File: src/rtl/fp_add_result_stage.sv
// FP adder result stage: 2-entry in-order FIFO feeding register-file writeback, with sticky
// exception flags. Define FP_RES_CNT_EN to add the 16-bit committed-result counter on res_count.
module fp_add_result_stage #(
    parameter int TAG_W = 5
) (
    input  logic             clk,
    input  logic             rst_n,
    input  logic             in_valid,
    output logic             in_ready,
    input  logic [31:0]      in_result,
    input  logic [TAG_W-1:0] in_tag,
    input  logic [3:0]       in_flags,
    output logic             out_valid,
    input  logic             out_ready,
    output logic [31:0]      out_result,
    output logic [TAG_W-1:0] out_tag,
    output logic [3:0]       out_flags,
    input  logic             flags_wr,
    input  logic [3:0]       flags_wdata,
    output logic [3:0]       sticky_flags,
    output logic [15:0]      res_count
);

    localparam int ENT_W = 32 + TAG_W + 4;

    typedef enum logic [1:0] {
        EMPTY = 2'd0,
        ONE   = 2'd1,
        FULL  = 2'd2
    } state_t;

    state_t           state_q, state_d;
    logic             init_q;
    logic [ENT_W-1:0] head_q, head_d;
    logic [ENT_W-1:0] tail_q, tail_d;
    logic [3:0]       sticky_q, sticky_d;
    logic [ENT_W-1:0] in_entry;
    logic             accept;
    logic             commit;

    assign in_entry = {in_result, in_tag, in_flags};

    // init_q keeps in_ready low during reset while the state sits in EMPTY.
    assign in_ready  = init_q && (state_q != FULL);
    assign out_valid = (state_q != EMPTY);
    assign accept    = in_valid && in_ready;
    assign commit    = out_valid && out_ready;

    assign {out_result, out_tag, out_flags} = out_valid ? head_q : '0;
    assign sticky_flags = sticky_q;

    always_comb begin
        state_d = state_q;
        head_d  = head_q;
        tail_d  = tail_q;
        unique case (state_q)
            EMPTY: begin
                if (accept) begin
                    head_d  = in_entry;
                    state_d = ONE;
                end
            end
            ONE: begin
                if (accept && commit) begin
                    head_d = in_entry;
                end else if (accept) begin
                    tail_d  = in_entry;
                    state_d = FULL;
                end else if (commit) begin
                    state_d = EMPTY;
                end
            end
            FULL: begin
                if (commit) begin
                    head_d  = tail_q;
                    state_d = ONE;
                end
            end
            default: state_d = EMPTY;
        endcase
    end

    // A flag committed in the same cycle as a software write is OR-ed in after the write.
    always_comb begin
        sticky_d = (flags_wr ? flags_wdata : sticky_q) | (commit ? out_flags : 4'b0000);
    end

    always_ff @(posedge clk or negedge rst_n) begin
        if (!rst_n) begin
            state_q  <= EMPTY;
            init_q   <= 1'b0;
            sticky_q <= 4'b0000;
        end else begin
            state_q  <= state_d;
            init_q   <= 1'b1;
            sticky_q <= sticky_d;
        end
    end

    always_ff @(posedge clk) begin
        head_q <= head_d;
        tail_q <= tail_d;
    end

`ifdef FP_RES_CNT_EN
    logic [15:0] cnt_q;

    always_ff @(posedge clk or negedge rst_n) begin
        if (!rst_n) begin
            cnt_q <= 16'h0000;
        end else if (commit) begin
            cnt_q <= cnt_q + 16'd1;
        end
    end

    assign res_count = cnt_q;
`else
    assign res_count = 16'h0000;
`endif

endmodule

File: config.mk
export PLATFORM = sky130hd
export DESIGN_NAME = fp_add_result_stage
export DESIGN_NICKNAME = d
export VERILOG_FILES = /design/src/rtl/fp_add_result_stage.sv
export SDC_FILE = /design/constraint.sdc
export NUM_CORES = 1
export LEC_CHECK = 0
export BUFFER_PORTS_ARGS = -buffer_cell sky130_fd_sc_hd__buf_2
export CAP_MARGIN = 10
export CORE_ASPECT_RATIO = 1.4
export CORE_MARGIN = 2
export CORE_UTILIZATION = 55
export DETAILED_ROUTE_END_ITERATION = 8
export PLACE_DENSITY = 0.84
export REMOVE_ABC_BUFFERS = 1
export SETUP_SLACK_MARGIN = 0.3
export SKIP_CTS_REPAIR_TIMING = 1
export SLEW_MARGIN = 20
export SYNTH_ARGS = -nofsm -noshare
export SYNTH_HDL_FRONTEND = slang
export SYNTH_SLANG_ARGS = --single-unit
File: constraint.sdc
create_clock -name clk -period 9.9 [get_ports clk]
set_input_delay 2.97 -clock clk [delete_from_list [all_inputs] [get_ports clk]]
set_output_delay 2.97 -clock clk [all_outputs]
set_load 0.01 [all_outputs]
Word-level counts from Yosys, hierarchy flattened
Index checks and enable logic that the tools add are counted.
{ "totals": {"output_inout_bits": 63, "inputBits": 50, "ff_bits": 89} }
{ "classes": {"eq_ne": 8, "bitwise_logic": 2, "mux": 13, "n_reduce_logical": 10} }
{ "ops": {"columns": ["operator", "count"], "rows": [
  ["41-bit two-way mux", 4],
  ["41-bit case mux with 3 select lines", 1],
  ["2-bit two-way mux", 5],
  ["2-bit != test (second input constant)", 5],
  ["4-bit two-way mux", 2],
  ["4-bit AND reduction", 2],
  ["2-bit case mux with 3 select lines", 1],
  ["1-bit logical AND", 4],
  ["4-bit bitwise OR", 1],
  ["3-bit != test (second input constant)", 1],
  ["3-bit AND reduction", 1],
  ["3-bit nonzero test", 1],
  ["2-bit by 1-bit equality test with 1-bit output (second input constant)", 1],
  ["2-bit equality test (second input constant)", 1],
  ["2-bit logical NOT", 1],
  ["2-bit nonzero test", 1],
  ["1-bit NOT", 1]
]} }

Logic depth before layout (Yosys ltp)
Gate-level depths: netlist (run 1).
{ "logic_depth": {"ltp_word": 6, "ltp_mapped": 5, "mapped_depth_nobuf": 3} }

Worst setup path before layout (run 1)
OpenSTA, ideal clock, no wires.
{ "synth_timing": {"path_type": "in2reg", "startpoint": "input out_ready", "endpoint": "register head_q[0] (enable)", "t_arrival_ps": 6104, "n_path_buf": 0, "required_time_ps": 9404, "cell_stages": 3, "path_slack_ps": 3300, "setup_ps": 496, "cell_sequence": "nand2b_1 nand3_1 o21ai_0"} }
{ "synth_between": {"elab_chain_len": 4} }
{ "synth_rtl": {"columns": ["element", "line", "rtl"], "rows": [
  ["start: declaration", "14", "input logic out_ready,"],
  ["1-bit logical AND *", "47", "assign commit = out_valid && out_ready;"],
  ["1-bit logical AND", "64", "if (accept && commit) begin"],
  ["2-bit != test (no line)", null, null],
  ["4-bit AND reduction (no line) *", null, null],
  ["end signal: assignment", "101", "head_q <= head_d;"],
  ["end: declaration", "34", "logic [ENT_W-1:0] head_q, head_d;"]
]} }
Every way passes the cells marked *; elsewhere a longest branch is shown, timed or not.
A chain may end at the register's enable or synchronous reset.

Worst setup path after layout (run 1)
{ "layout_timing": {"startpoint": "register state_q[1]", "endpoint": "output out_result[27]"} }
{ "layout_between": {"elab_chain_len": 2} }
{ "layout_rtl": {"columns": ["element", "line", "rtl"], "rows": [
  ["start: declaration", "32", "state_t state_q, state_d;"],
  ["start signal: assignment", "94", "state_q <= state_d;"],
  ["2-bit nonzero test", "45", "assign out_valid = (state_q != EMPTY);"],
  ["41-bit two-way mux", "49", "assign {out_result, out_tag, out_flags} = out_valid ? head_q : '0;"],
  ["end: declaration", "15", "output logic [31:0] out_result,"]
]} }
Every way passes these cells.

==> results_dict.tcl, run 1 <==
set metrics [dict create \
    core-area_sq_mm 0.00661 \
    outcome "complete, no violations" \
    grtUsageMet2 0.310 \
    grt_use_total 0.176 \
    final_antenna_net_count 0 \
    peakVddDrop_mv 0.156 \
    hold_violations 0 \
    arrival_ps 2140 \
    drt_iter0_drc 73 \
    drv_slew 0 \
    dpl_worst_slack_ps 5100 \
    clk_latency_ps 360 \
    async_flop_share 0.0787 \
    fin_tns_setup_ps 0 \
    seq_power_share 0.571 \
    synth_warnings 0 \
    die_x_um 73.9 \
    rsz0062_at_grt "false" \
    grt_busiest_layer "met2" \
    antenna-diode-count 0 \
    io_buffers 96 \
    switching_share 0.249 \
    cts.sinks 89 \
    die_h_um 102 \
    dr.pass1.iters 4 \
    worst_setup_path_start_kind "register" \
    setup_slack_ps 4790 \
    fmax_ghz 0.196 \
    powerDensity_mw_per_mm2 174 \
    avgSynthCellArea_sq_um 16.7 \
    synth_edf_count 82 \
    slew_headroom 0.551 \
    fin_nets 376 \
    clock_path_buffers 2 \
    worstPathRequired_ps 6930 \
    use_met1 0.191 \
    h-tree-depth 3 \
    grt_max_degree 43 \
    rows 35 \
    clock_power_share 0.276 \
    fin_crit_ps 5110 \
    antenna_found_initial 0 \
    synth_cell_types 21 \
    ys_top_cells_by_count "edfxtp_1, mux2_2, and2b_1" \
    combPwrFrac 0.153 \
    syn_area_sq_mm 0.00377 \
    grt_pass1_vias 2072 \
    grt_pass1_wl_mm 9.69 \
    wirelength_mm 6.41 \
    clk_pin_slew_ps 80 \
    syn_inst 225 \
    fillers 475 \
    drc 0 \
    worst-slew-pin-transition_ps 673 \
    power.total_mw 0.772 \
    cp-end-kind "output pin" \
    critPathKind "register to output pin" \
    synthTopCellsByArea "edfxtp_1, mux2_2, and2b_1" \
    leakage_nw 1.83 \
    yosysTopAreaCellShare 0.654 \
    wl_per_cell_um 15.2 \
    yosysMostFrequentCell "edfxtp_1" \
    grtUsageMet3 0.0335 \
    setup_viol 0 \
    numCtsBuffers 9 \
    finalCritPeriodShare 0.516 \
    finalWeightedCongestion 0.711 \
    ys.flop_type "edfxtp_1" \
    initial_core_util 0.570 \
    die-area_sq_mm 0.00753 \
    tritoncts "done" \
    vias 2086 \
    layout-drive-gt1-share 0.483 \
    fin_skew_ps 11.0 \
    p_switching_mw 0.192 \
    boundaryPins 113 \
    synth_seq_cells 89 \
    internal_power_mw 0.580 \
    dp_hpwl_mm 4.34 \
    drv_cap 0 \
    hold_path_class "register to register" \
    avgViaCountPerCell 4.93 \
    ctsRootBufferMaster "clkbuf_8" \
    path_max_fanout 23 \
    yosysTopAreaCell "edfxtp_1" \
    overflow 0 \
    syn_to_final_growth_pct 18.1 \
    synth_seq_area_share 0.700 \
]
## worst paths after layout
path                             from              end  slack, ps  depth (start not counted)
max                        state_q[1]   out_result[27]       4790                          4
max in group asynchronous       rst_n       state_q[0]       7310                          1
min reg2reg                 head_q[1]  sticky_flags[1]        510                          1
min                         head_q[1]  sticky_flags[1]        510                          1
max reg2reg                state_q[1]       head_q[33]       7900                          4
min in group asynchronous       rst_n  sticky_flags[1]       2440                          1
## worst max-delay path, stage by stage (launching register included)
cell and delay, ps:
dfrtp_1 490, nor2_2 580, buf_4 360, and2b_1 210, buf_2 130
## through the flow
stage | util | std cells | hold WS (ps) | area, sq um
after floorplan | - | 215 | 471 | 3630
after global placement | 0.647 | 407 | 489 | 4280
after detailed placement | 0.647 | 407 | 501 | 4280
after CTS | 0.672 | 423 | 517 | 4450
after global routing | 0.672 | 423 | 536 | 4450
final | 0.672 | 423 | 510 | 4450
## layer usage
metal  share of wire  wire length (um)
met1            0.39              2470
met2            0.55              3500
met3           0.038               241
met4           0.030               193
met5               0                 0
## cells by family (layout without fill, tap and decap cells)
group | Yosys count | after routing | share of synthesized area
flip-flops | 89 | 89 | 0.700
other | 2 | 17 | 0.00199
AO/OA/AOI/OAI | 8 | 8 | 0.0176
multiplexers | 41 | 41 | 0.123
buffers and inverters | 28 | 119 | 0.0538
AND/OR/NAND/NOR | 57 | 57 | 0.104
## layout by cell type, fill, tap and decap left out
master      netlist  layout
nand2b_1          1       1
mux2_2           41      41
clkinv_1          0       1
clkinv_4          0       3
dfrtp_1           7       7
nor2b_1          14      14
inv_1             3       3
o221ai_1          1       1
and2b_1          33      33
edfxtp_1         82      82
clkinvlp_4        0       1
nor2_1            3       2
clkbuf_8          0       9
nor2b_4           1       1
buf_2             0      96
or3_1             1       1
a31oi_1           2       2
nand3_1           1       1
o21ai_4           0       1
a221o_1           4       4
clkinv_2          0       2
conb_1            2      17
nor3_2            0       1
buf_4            16       4
nor2_2            0       1
nand2_1           2       2
## flip-flops by register name, indices dropped and copies added, names as in the netlist
register	flops
head_q	41
tail_q	41
sticky_flags	4
state_q	2
init_q	1
## power by group through the flow
stage | registers [mW] | logic (mW) | clock network (mW)
2_1_floorplan | 0.450 | 0.0680 | 0
3_3_place_gp | 0.448 | 0.117 | 0
3_5_place_dp | 0.450 | 0.120 | 0
4_1_cts | 0.441 | 0.121 | 0.220
5_1_grt | 0.443 | 0.131 | 0.233
6_report | 0.441 | 0.118 | 0.213
## layout make-up
cell class | instances | area [sq um] | area share
clock buffer | 9 | 124 | 0.0279
inverter | 3 | 11.3 | 0.00253
multi-input combinational | 123 | 1000 | 0.225
clock inverter | 7 | 47.5 | 0.0107
timing repair buffer | 100 | 510 | 0.115
tap | 92 | 115 | 0.0259
sequential | 89 | 2640 | 0.593
Note: power is estimated with default switching activity, not from simulation.
==> run 2, diff against run 1 <==
- CORE_UTILIZATION: 55 -> 51
- PLACE_DENSITY: 0.84 -> 0.79
- clock period: 9.9 -> 4.9 ns (I/O delays scaled with it)
==> run 2 against run 1 <==
Sequential power up 100%. Cell area about the same. Via count increased by 0.24%. First-iteration DRC count up 67%. Final cell count up 1.2%. Global-route usage decreased by 0.39 points. Critical endpoint is now out_result[26]. Highest routed layer unchanged.
==> results_dict.tcl, run 2 (same netlist as run 1, synthesis figures left out) <==
set metrics [dict create \
    outcome "complete, no violations" \
    io_buffers 96 \
    grt_max_degree 43 \
    fin_skew_ps 6.57 \
    seq_power_share 0.570 \
    combPwrFrac 0.153 \
    internal_power_mw 1.18 \
    fillers 570 \
    timing.rr.start "state_q[0]" \
    final_antenna_net_count 0 \
    switching_share 0.242 \
    path_max_fanout 22 \
    vias 2091 \
    r2r-end "head_q[23]" \
    powerDensity_mw_per_mm2 351 \
    initial_core_util 0.518 \
    critPathKind "register to output pin" \
    clock_power_share 0.277 \
    fmax_ghz 0.276 \
    hold_slack_ps 513 \
    stdcell_area_sq_mm 0.00445 \
    drc 0 \
    fin_nets 376 \
    h-tree-depth 3 \
    clock_path_buffers 2 \
    hold_violations 0 \
    die_x_um 76.6 \
    worst-slew-pin-transition_ps 715 \
    grt_pass1_wl_mm 10.5 \
    drv_slew 0 \
    rsz0062_at_grt "false" \
    die_h_um 106 \
    antenna-diode-count 0 \
    dr.pass1.iters 4 \
    p_switching_mw 0.378 \
    antenna_found_initial 0 \
    setup_viol 0 \
    core-area_sq_mm 0.00727 \
    clk_pin_slew_ps 80 \
    numCtsBuffers 9 \
    peakVddDrop_mv 0.242 \
    boundaryPins 113 \
    tritoncts "done" \
    place_area_sq_mm 0.00428 \
    hold_path_class "register to register" \
    cp-end-kind "output pin" \
    grt_pass1_vias 2158 \
    hold_end "sticky_flags[1]" \
    worst_setup_path_start_kind "register" \
    reg2regPathDepth 4 \
    fin_crit_ps 3620 \
    layout-drive-gt1-share 0.477 \
    leakage_nw 1.83 \
    cts.sinks 89 \
    arrival_ps 2150 \
    ctsRootBufferMaster "clkbuf_8" \
    dp_hpwl_mm 4.41 \
    clk_latency_ps 360 \
    finalWeightedCongestion 0.751 \
    die-area_sq_mm 0.00810 \
    final_common_cell "buf_2" \
    wl_per_cell_um 15.3 \
    whs_path_depth 1 \
    drt_iter0_drc 122 \
    finalCritPeriodShare 0.739 \
    grt_use_total 0.173 \
    overflow 0 \
    drv_cap 0 \
    slew_headroom 0.523 \
    avgViaCountPerCell 4.89 \
    worstHoldStart "head_q[1]" \
    worstPathRequired_ps 3430 \
    syn_to_final_growth_pct 18.0 \
    wirelength_mm 6.57 \
    rows 37 \
    r2r_setup_slack_ps 2770 \
    most-common-layout-cells "buf_2, edfxtp_1, mux2_2" \
]
==> run 2: changes by cell type in the layout (fill, tap and decap cells not counted) <==
cell        change
clkbuf_8        +1
clkinvlp_4      -1
clkinv_4        -3
clkinv_2        +1
clkbuf_1        +2
==> run 2: per-stage QoR <==
stage / utilization / setup WS, ps / TNS (ps) / cells / total power, mW
4_1_cts: 0.612 / 1210 / 0 / 428 / 1.58
5_1_grt: 0.612 / 1060 / 0 / 428 / 1.63
3_3_place_gp: 0.589 / 1610 / 0 / 412 / 1.14
3_5_place_dp: 0.589 / 1600 / 0 / 412 / 1.15
6_report: 0.612 / 1280 / 0 / 428 / 1.56
2_1_floorplan: - / -200 / -10270 / 215 / 1.05
==> run 2: area by class of cell <==
| class | count | area, sq um | area share |
|---|---|---|---|
| well taps | 97 | 121 | 0.0273 |
| multi-input cells | 123 | 1000 | 0.225 |
| inverters | 3 | 11.3 | 0.00253 |
| clock inverters | 4 | 18.8 | 0.00422 |
| flip-flops and latches | 89 | 2640 | 0.593 |
| clock buffers | 12 | 145 | 0.0326 |
| repair buffers | 100 | 510 | 0.115 |
==> run 2: power by group through the flow <==
stage	Sequential [mW]	Combinational [mW]	Clock, mW
finish	0.891	0.239	0.432
detailed placement	0.908	0.242	0
floorplan	0.909	0.137	0
global route	0.894	0.264	0.474
CTS	0.891	0.243	0.447
global placement	0.906	0.239	0
==> run 2: critical path, cell delays in order, from the launching register on <==
cell	delay, ps
dfrtp_1	480
nor2_2	610
buf_4	360
and2b_1	210
buf_2	130
==> run 2: worst max path at each step <==
stage	startpoint	end	slack, ps	cells after the start
floorplan	out_ready	head_q[0]	-200	3
global placement	state_q[1]	out_result[26]	1610	4
detailed placement	state_q[1]	out_result[26]	1600	4
CTS	state_q[1]	out_result[26]	1210	4
global route	state_q[1]	out_result[26]	1060	4
finish	state_q[1]	out_result[26]	1280	4
==> run 2: layer usage <==
metal | vias up | global-route usage | wire length (um)
met5 | - | 0 | 0
li1 | 990 | - | -
met2 | 72 | 0.297 | 3460
met4 | 0 | 0.0896 | 155
met3 | 11 | 0.0402 | 308
met1 | 1018 | 0.200 | 2650
